--- src/rtl/fetch_stage_pkg.sv ---
// Shared core definitions: bus widths, the NOP encoding, vector addresses and
// the IF/ID register control bundle.
package fetch_stage_pkg;
  localparam int ADDR_W = 8;
  localparam int DATA_W = 8;

  localparam logic [7:0] NOP            = 8'h00;
  localparam logic [7:0] RESET_VEC_ADDR = 8'h00;
  localparam logic [7:0] INTR_VEC_ADDR  = 8'h01;

  // At most one of flush/load/imm_cap is set in any cycle; none set means hold
  typedef struct packed {
    logic flush;
    logic load;
    logic imm_cap;
  } if_id_ctl_t;
endpackage

--- src/rtl/fetch_stage_if_id_reg.sv ---
// IF/ID pipeline register: opcode, immediate, pc+1 and valid, with
// flush-to-NOP, opcode load and immediate-only capture.
module if_id_reg
  import fetch_stage_pkg::*;
#(
  parameter int ADDR_W = fetch_stage_pkg::ADDR_W,
  parameter int DATA_W = fetch_stage_pkg::DATA_W
) (
  input  logic              clk,
  input  logic              rst,
  input  if_id_ctl_t        ctl,
  input  logic [DATA_W-1:0] data,
  input  logic [ADDR_W-1:0] pc_plus1_in,
  output logic [DATA_W-1:0] instr,
  output logic [DATA_W-1:0] imm,
  output logic [ADDR_W-1:0] pc_plus1,
  output logic              valid
);
  always_ff @(posedge clk or negedge rst) begin
    if (!rst) begin
      instr    <= DATA_W'(NOP);
      imm      <= '0;
      pc_plus1 <= '0;
      valid    <= 1'b0;
    end else if (ctl.flush) begin
      instr <= DATA_W'(NOP);
      imm   <= '0;
      valid <= 1'b0;
    end else if (ctl.load) begin
      instr    <= data;
      pc_plus1 <= pc_plus1_in;
      valid    <= 1'b1;
    end else if (ctl.imm_cap) begin
      imm <= data;
    end
  end
endmodule

--- src/rtl/fetch_stage.sv ---
// Instruction fetch: owns the PC, boots from the reset vector, applies
// redirects and vectors accepted interrupts through the ISR vector.
module fetch_stage
  import fetch_stage_pkg::*;
#(
  parameter int               ADDR_W         = fetch_stage_pkg::ADDR_W,
  parameter int               DATA_W         = fetch_stage_pkg::DATA_W,
  parameter logic [ADDR_W-1:0] RESET_VEC_ADDR = ADDR_W'(fetch_stage_pkg::RESET_VEC_ADDR),
  parameter logic [ADDR_W-1:0] INTR_VEC_ADDR  = ADDR_W'(fetch_stage_pkg::INTR_VEC_ADDR)
) (
  input  logic              clk,
  input  logic              rst,
  output logic [ADDR_W-1:0] imem_addr,
  input  logic [DATA_W-1:0] imem_data,
  input  logic              pc_write_en,
  input  logic              if_id_write_en,
  input  logic              branch_taken,
  input  logic [ADDR_W-1:0] branch_target,
  input  logic              ret_taken,
  input  logic [ADDR_W-1:0] ret_pc,
  input  logic              intr,
  output logic [DATA_W-1:0] if_id_instr,
  output logic [DATA_W-1:0] if_id_imm,
  output logic [ADDR_W-1:0] if_id_pc_plus1,
  output logic              if_id_valid,
  output logic              int_inject,
  output logic [ADDR_W-1:0] int_ret_pc,
  output logic              intr_ack
);
  typedef enum logic [1:0] {S_RST_VEC, S_RUN, S_INT_VEC} state_t;

  state_t            state;
  logic [ADDR_W-1:0] pc, pc_inc;
  logic              intr_prev, intr_pending, intr_rise;
  logic              run, redirect, accept;
  if_id_ctl_t        ctl;

  assign pc_inc    = pc + ADDR_W'(1);
  assign intr_rise = intr & ~intr_prev;
  assign run       = (state == S_RUN);
  assign redirect  = ret_taken | branch_taken;
  // Requiring if_id_write_en keeps an interrupt out of a two-byte instruction
  assign accept    = run & ~redirect & intr_pending & if_id_write_en & pc_write_en;

  always_comb begin
    case (state)
      S_RUN:     imem_addr = pc;
      S_INT_VEC: imem_addr = INTR_VEC_ADDR;
      default:   imem_addr = RESET_VEC_ADDR;
    endcase
  end

  always_comb begin
    ctl         = '0;
    ctl.flush   = (state == S_RST_VEC) | (run & (redirect | accept));
    ctl.load    = run & ~redirect & ~accept & pc_write_en & if_id_write_en;
    ctl.imm_cap = run & ~redirect & pc_write_en & ~if_id_write_en;
  end

  always_ff @(posedge clk or negedge rst) begin
    if (!rst) begin
      state        <= S_RST_VEC;
      pc           <= '0;
      intr_prev    <= 1'b0;
      intr_pending <= 1'b0;
      int_ret_pc   <= '0;
      int_inject   <= 1'b0;
      intr_ack     <= 1'b0;
    end else begin
      intr_prev  <= intr;
      int_inject <= 1'b0;
      intr_ack   <= 1'b0;
      // An edge landing on the accept cycle merges into the request being taken
      if (accept)         intr_pending <= 1'b0;
      else if (intr_rise) intr_pending <= 1'b1;
      case (state)
        S_RST_VEC, S_INT_VEC: begin
          pc    <= ADDR_W'(imem_data);
          state <= S_RUN;
        end
        S_RUN: begin
          if (ret_taken)         pc <= ret_pc;
          else if (branch_taken) pc <= branch_target;
          else if (accept) begin
            int_ret_pc <= pc;
            int_inject <= 1'b1;
            intr_ack   <= 1'b1;
            state      <= S_INT_VEC;
          end else if (pc_write_en) pc <= pc_inc;
        end
        default: state <= S_RST_VEC;
      endcase
    end
  end

  if_id_reg #(.ADDR_W(ADDR_W), .DATA_W(DATA_W)) u_if_id (
    .clk         (clk),
    .rst         (rst),
    .ctl         (ctl),
    .data        (imem_data),
    .pc_plus1_in (pc_inc),
    .instr       (if_id_instr),
    .imm         (if_id_imm),
    .pc_plus1    (if_id_pc_plus1),
    .valid       (if_id_valid)
  );
endmodule

--- config.mk ---
export PLATFORM = sky130hd
export DESIGN_NAME = fetch_stage
export DESIGN_NICKNAME = d
export VERILOG_FILES = /design/src/rtl/fetch_stage_pkg.sv /design/src/rtl/fetch_stage_if_id_reg.sv /design/src/rtl/fetch_stage.sv
export SDC_FILE = /design/constraint.sdc
export NUM_CORES = 1
export LEC_CHECK = 0
export CAP_MARGIN = 20
export CORE_MARGIN = 4
export CORE_UTILIZATION = 43
export CTS_CLUSTER_SIZE = 16
export DETAILED_ROUTE_END_ITERATION = 6
export GPL_TIMING_DRIVEN = 0
export PLACE_DENSITY_LB_ADDON = 0.1
export SLEW_MARGIN = 20
export SYNTH_ARGS = -nofsm -noshare
export SYNTH_HDL_FRONTEND = slang
export SYNTH_HIERARCHICAL = 1
export SYNTH_SLANG_ARGS = --single-unit
--- constraint.sdc ---
create_clock -name clk -period 2.2 [get_ports clk]
set_input_delay 0.66 -clock clk [delete_from_list [all_inputs] [get_ports clk]]
set_output_delay 0.66 -clock clk [all_outputs]
set_load 0.005 [all_outputs]
==> flow_metrics.env <==
export IMPL_slew_headroom_pct=62.5
export IMPL_syn_num_nets=270
export IMPL_die_w_um=85.1
export IMPL_hp_class="in2async"
export IMPL_drive_gt1_share_pct=27.0
export IMPL_coreArea_mm2=0.00564
export IMPL_numClockSinks=46
export IMPL_final_common_cell="clkdlybuf4s50_1"
export IMPL_tightest_slew_ps=563
export IMPL_syn_avg_cell_area_um2=11.0
export IMPL_finalCritPeriodShare_pct=97.3
export IMPL_ys_ff_latch=46
export IMPL_max_stage_delay_ps=370
export IMPL_clock_latency_ps=300
export IMPL_combPwrFrac_pct=54.8
export IMPL_synth_flop_cell="dfrtp_1"
export IMPL_fin_nets=367
export IMPL_antenna_cells=0
export IMPL_antenna_found_initial=0
export IMPL_required_ps=1540
export IMPL_cp_start_kind="flip-flop"
export IMPL_finalMaxSlewViolations=0
export IMPL_rows=27
export IMPL_path_clk_slew_ps=80
export IMPL_holdWs_ps=266
export IMPL_drv_cap=0
export IMPL_status="finished, final reports clean"
export IMPL_hold_viol=0
export IMPL_met3WireLength_um=428
export IMPL_top_layer_used="met4"
export IMPL_fmaxAchievable_mhz=467
export IMPL_path_cells="inv_2 -> buf_4 -> buf_4 -> ha_1 -> nor2b_4 -> buf_2"
export IMPL_ir_drop_uv=669
export IMPL_post_route_min_period_ps=2140
export IMPL_worstSetupPathType="reg2out"
export IMPL_p_leak_nw=1.62
export IMPL_viasPerCell=5.24
export IMPL_dp_hpwl_um=4560
export IMPL_area_growth_synth_to_final_pct=46.9
export IMPL_cts_tree="done"
export IMPL_power_mw=3.85
export IMPL_p_sw_mw=1.29
export IMPL_buffer_ports_inserted=72
export IMPL_synth_cell_types=42
export IMPL_drc=0
export IMPL_path_common_cell="buf_4"
export IMPL_swShare_pct=33.6
export IMPL_synth_warnings=6
export IMPL_crit_path_max_fanout=2
export IMPL_cts_root_buf="clkbuf_8"
export IMPL_grt_pass1_wl_um=11000
export IMPL_synthArstFlopShare_pct=100
export IMPL_worst_setup_path_end_kind="output port"
export IMPL_boundaryPins=74
export IMPL_seqPwrFrac_pct=32.4
export IMPL_seq_area_frac_synth_pct=45.0
export IMPL_die_area_mm2=0.00724
export IMPL_met1_length_um=2900
export IMPL_power_internal_mw=2.56
export IMPL_synth_edf_count=0
export IMPL_grt_pass1_vias=2222
export IMPL_start_util_pct=45.3
export IMPL_worstPathArrival_ps=1480
export IMPL_syn_area_mm2=0.00256
export IMPL_gp_congestion=0.763
export IMPL_final_core_util_pct=66.6
export IMPL_synthTopCellsByArea="dfrtp_1 (45%), mux2i_1 (5.5%), mux2_4 (5.3%)"
export IMPL_synth_largest_area_cell="dfrtp_1"
export IMPL_drtIter0Drc=80
export IMPL_grt_start_max_net_pins=32
export IMPL_p_per_area_mw_per_mm2=1030
export IMPL_setup_violations=0
export IMPL_syn_inst=233
export IMPL_die_h_um=85.1
export IMPL_crit_slowest_cell="dfrtp_1"
export IMPL_ant_nets=0
export IMPL_drtPass1Iterations=4
export IMPL_cts_buffers=5
export IMPL_met2_length_um=3090
export IMPL_grt_total_usage_pct=19.4
export IMPL_grt_overflow=0
export IMPL_synth_top_area_share_pct=45.0
export IMPL_htree_levels=2
export IMPL_finClkSkew_ps=6.46
export IMPL_power_share_clock_pct=12.8
export IMPL_cts_path_max_buffers=2
export IMPL_wl_um=6530
export IMPL_wl_per_cell_um=16.2
export IMPL_vias=2108
export IMPL_final_cell_mix="clkdlybuf4s50_1 (61), dfrtp_1 (46), buf_4 (18), nor2_1 (16), mux2i_1 (14)"
[power by group through the flow]
stage               Combinational [mW]  Sequential [mW]  Clock (mW)
finish                            2.11             1.25       0.491
global placement                  1.54             1.25           0
global route                      2.29             1.28       0.543
CTS                               2.04             1.24       0.507
floorplan                        0.951             1.21           0
detailed placement                1.56             1.26           0
[cells by family (layout without fill, tap and decap cells)]
group / after synthesis / after routing / synth area share (%)
AO/OA/AOI/OAI: 34 / 34 / 9.15
XOR/XNOR: 6 / 6 / 2.06
adder cells (fa/ha/maj): 6 / 6 / 2.94
buffers and inverters: 23 / 120 / 5.09
flip-flops: 46 / 46 / 45.0
multiplexers: 32 / 32 / 14.7
AND/OR/NAND/NOR: 86 / 86 / 21.0
[registers in the layout, indices dropped and copies added (netlist names)]
register and count:
intr_prev 1, int_ret_pc 8, u_if_id/valid 1, u_if_id/imm 8
intr_ack 1, pc 8, u_if_id/instr 8, u_if_id/pc_plus1 8
state 2, intr_pending 1
[per-layer routing]
metal  global-route usage [%]  up-vias
met5                        0        -
met4                     6.76        0
met3                     5.44        7
met2                     30.4       63
met1                     25.7     1033
li1                         -     1005
[synth_stat cells, drive strengths merged, types with 6 or more instances]
| cell | n |
|---|---|
| dfrtp | 46 |
| buf | 8 |
| nand4bb | 8 |
| nand2 | 13 |
| nand2b | 13 |
| nor2 | 17 |
| mux2i | 14 |
| clkbuf | 8 |
| o21ai | 13 |
| and2 | 7 |
| mux2 | 18 |
| inv | 7 |
| ha | 6 |
[worst max-delay path, delay by kind of cell (launching register included)]
kind,cells,cell delay [ps]
buffers and inverters,4,420
flip-flops,1,370
adder cells (fa/ha/maj),1,260
AND/OR/NAND/NOR,1,120
[timing repair]
item	in CTS	in global routing
setup endpoints to repair	50	41
pin swaps	5	2
hold buffers	0	0
setup buffers	15	4
cloned	1	0
gates resized for setup	79	7
[per-stage QoR]
step | cells | cell area, um2 | worst slack, ps | setup TNS, ps
final | 402 | 3750 | 58.4 | 0
after global placement | 377 | 3380 | -859 | -67110
after CTS | 401 | 3750 | -106 | -811
after floorplan | 233 | 2560 | -30.2 | -242
after global routing | 402 | 3750 | -7.59 | -25.9
after detailed placement | 378 | 3390 | -762 | -28580
[cell type report]
| class | count | area, um2 |
|---|---|---|
| inverter | 7 | 26.3 |
| clock buffer | 6 | 72.6 |
| clock inverter | 1 | 7.51 |
| fill | 472 | 1890 |
| timing repair buffer | 92 | 885 |
| sequential | 46 | 1150 |
| multi-input combinational | 164 | 1350 |
| buffer | 14 | 173 |
| tap | 72 | 90.1 |
[final timing paths]
kind | from | endpoint | slack, ps | cells past startpoint
max | state[1] | imem_addr[0] | 60 | 6
min in group clk | int_ret_pc[1] | int_ret_pc[1] | 510 | 1
min | rst | u_if_id/imm[3] | 270 | 1
max in group asynchronous | rst | pc[6] | 1440 | 2
max reg2reg | state[1] | u_if_id/pc_plus1[7] | 100 | 10
min reg2reg | int_ret_pc[1] | int_ret_pc[1] | 510 | 1
No activity file was read; power rests on OpenSTA's default activity.
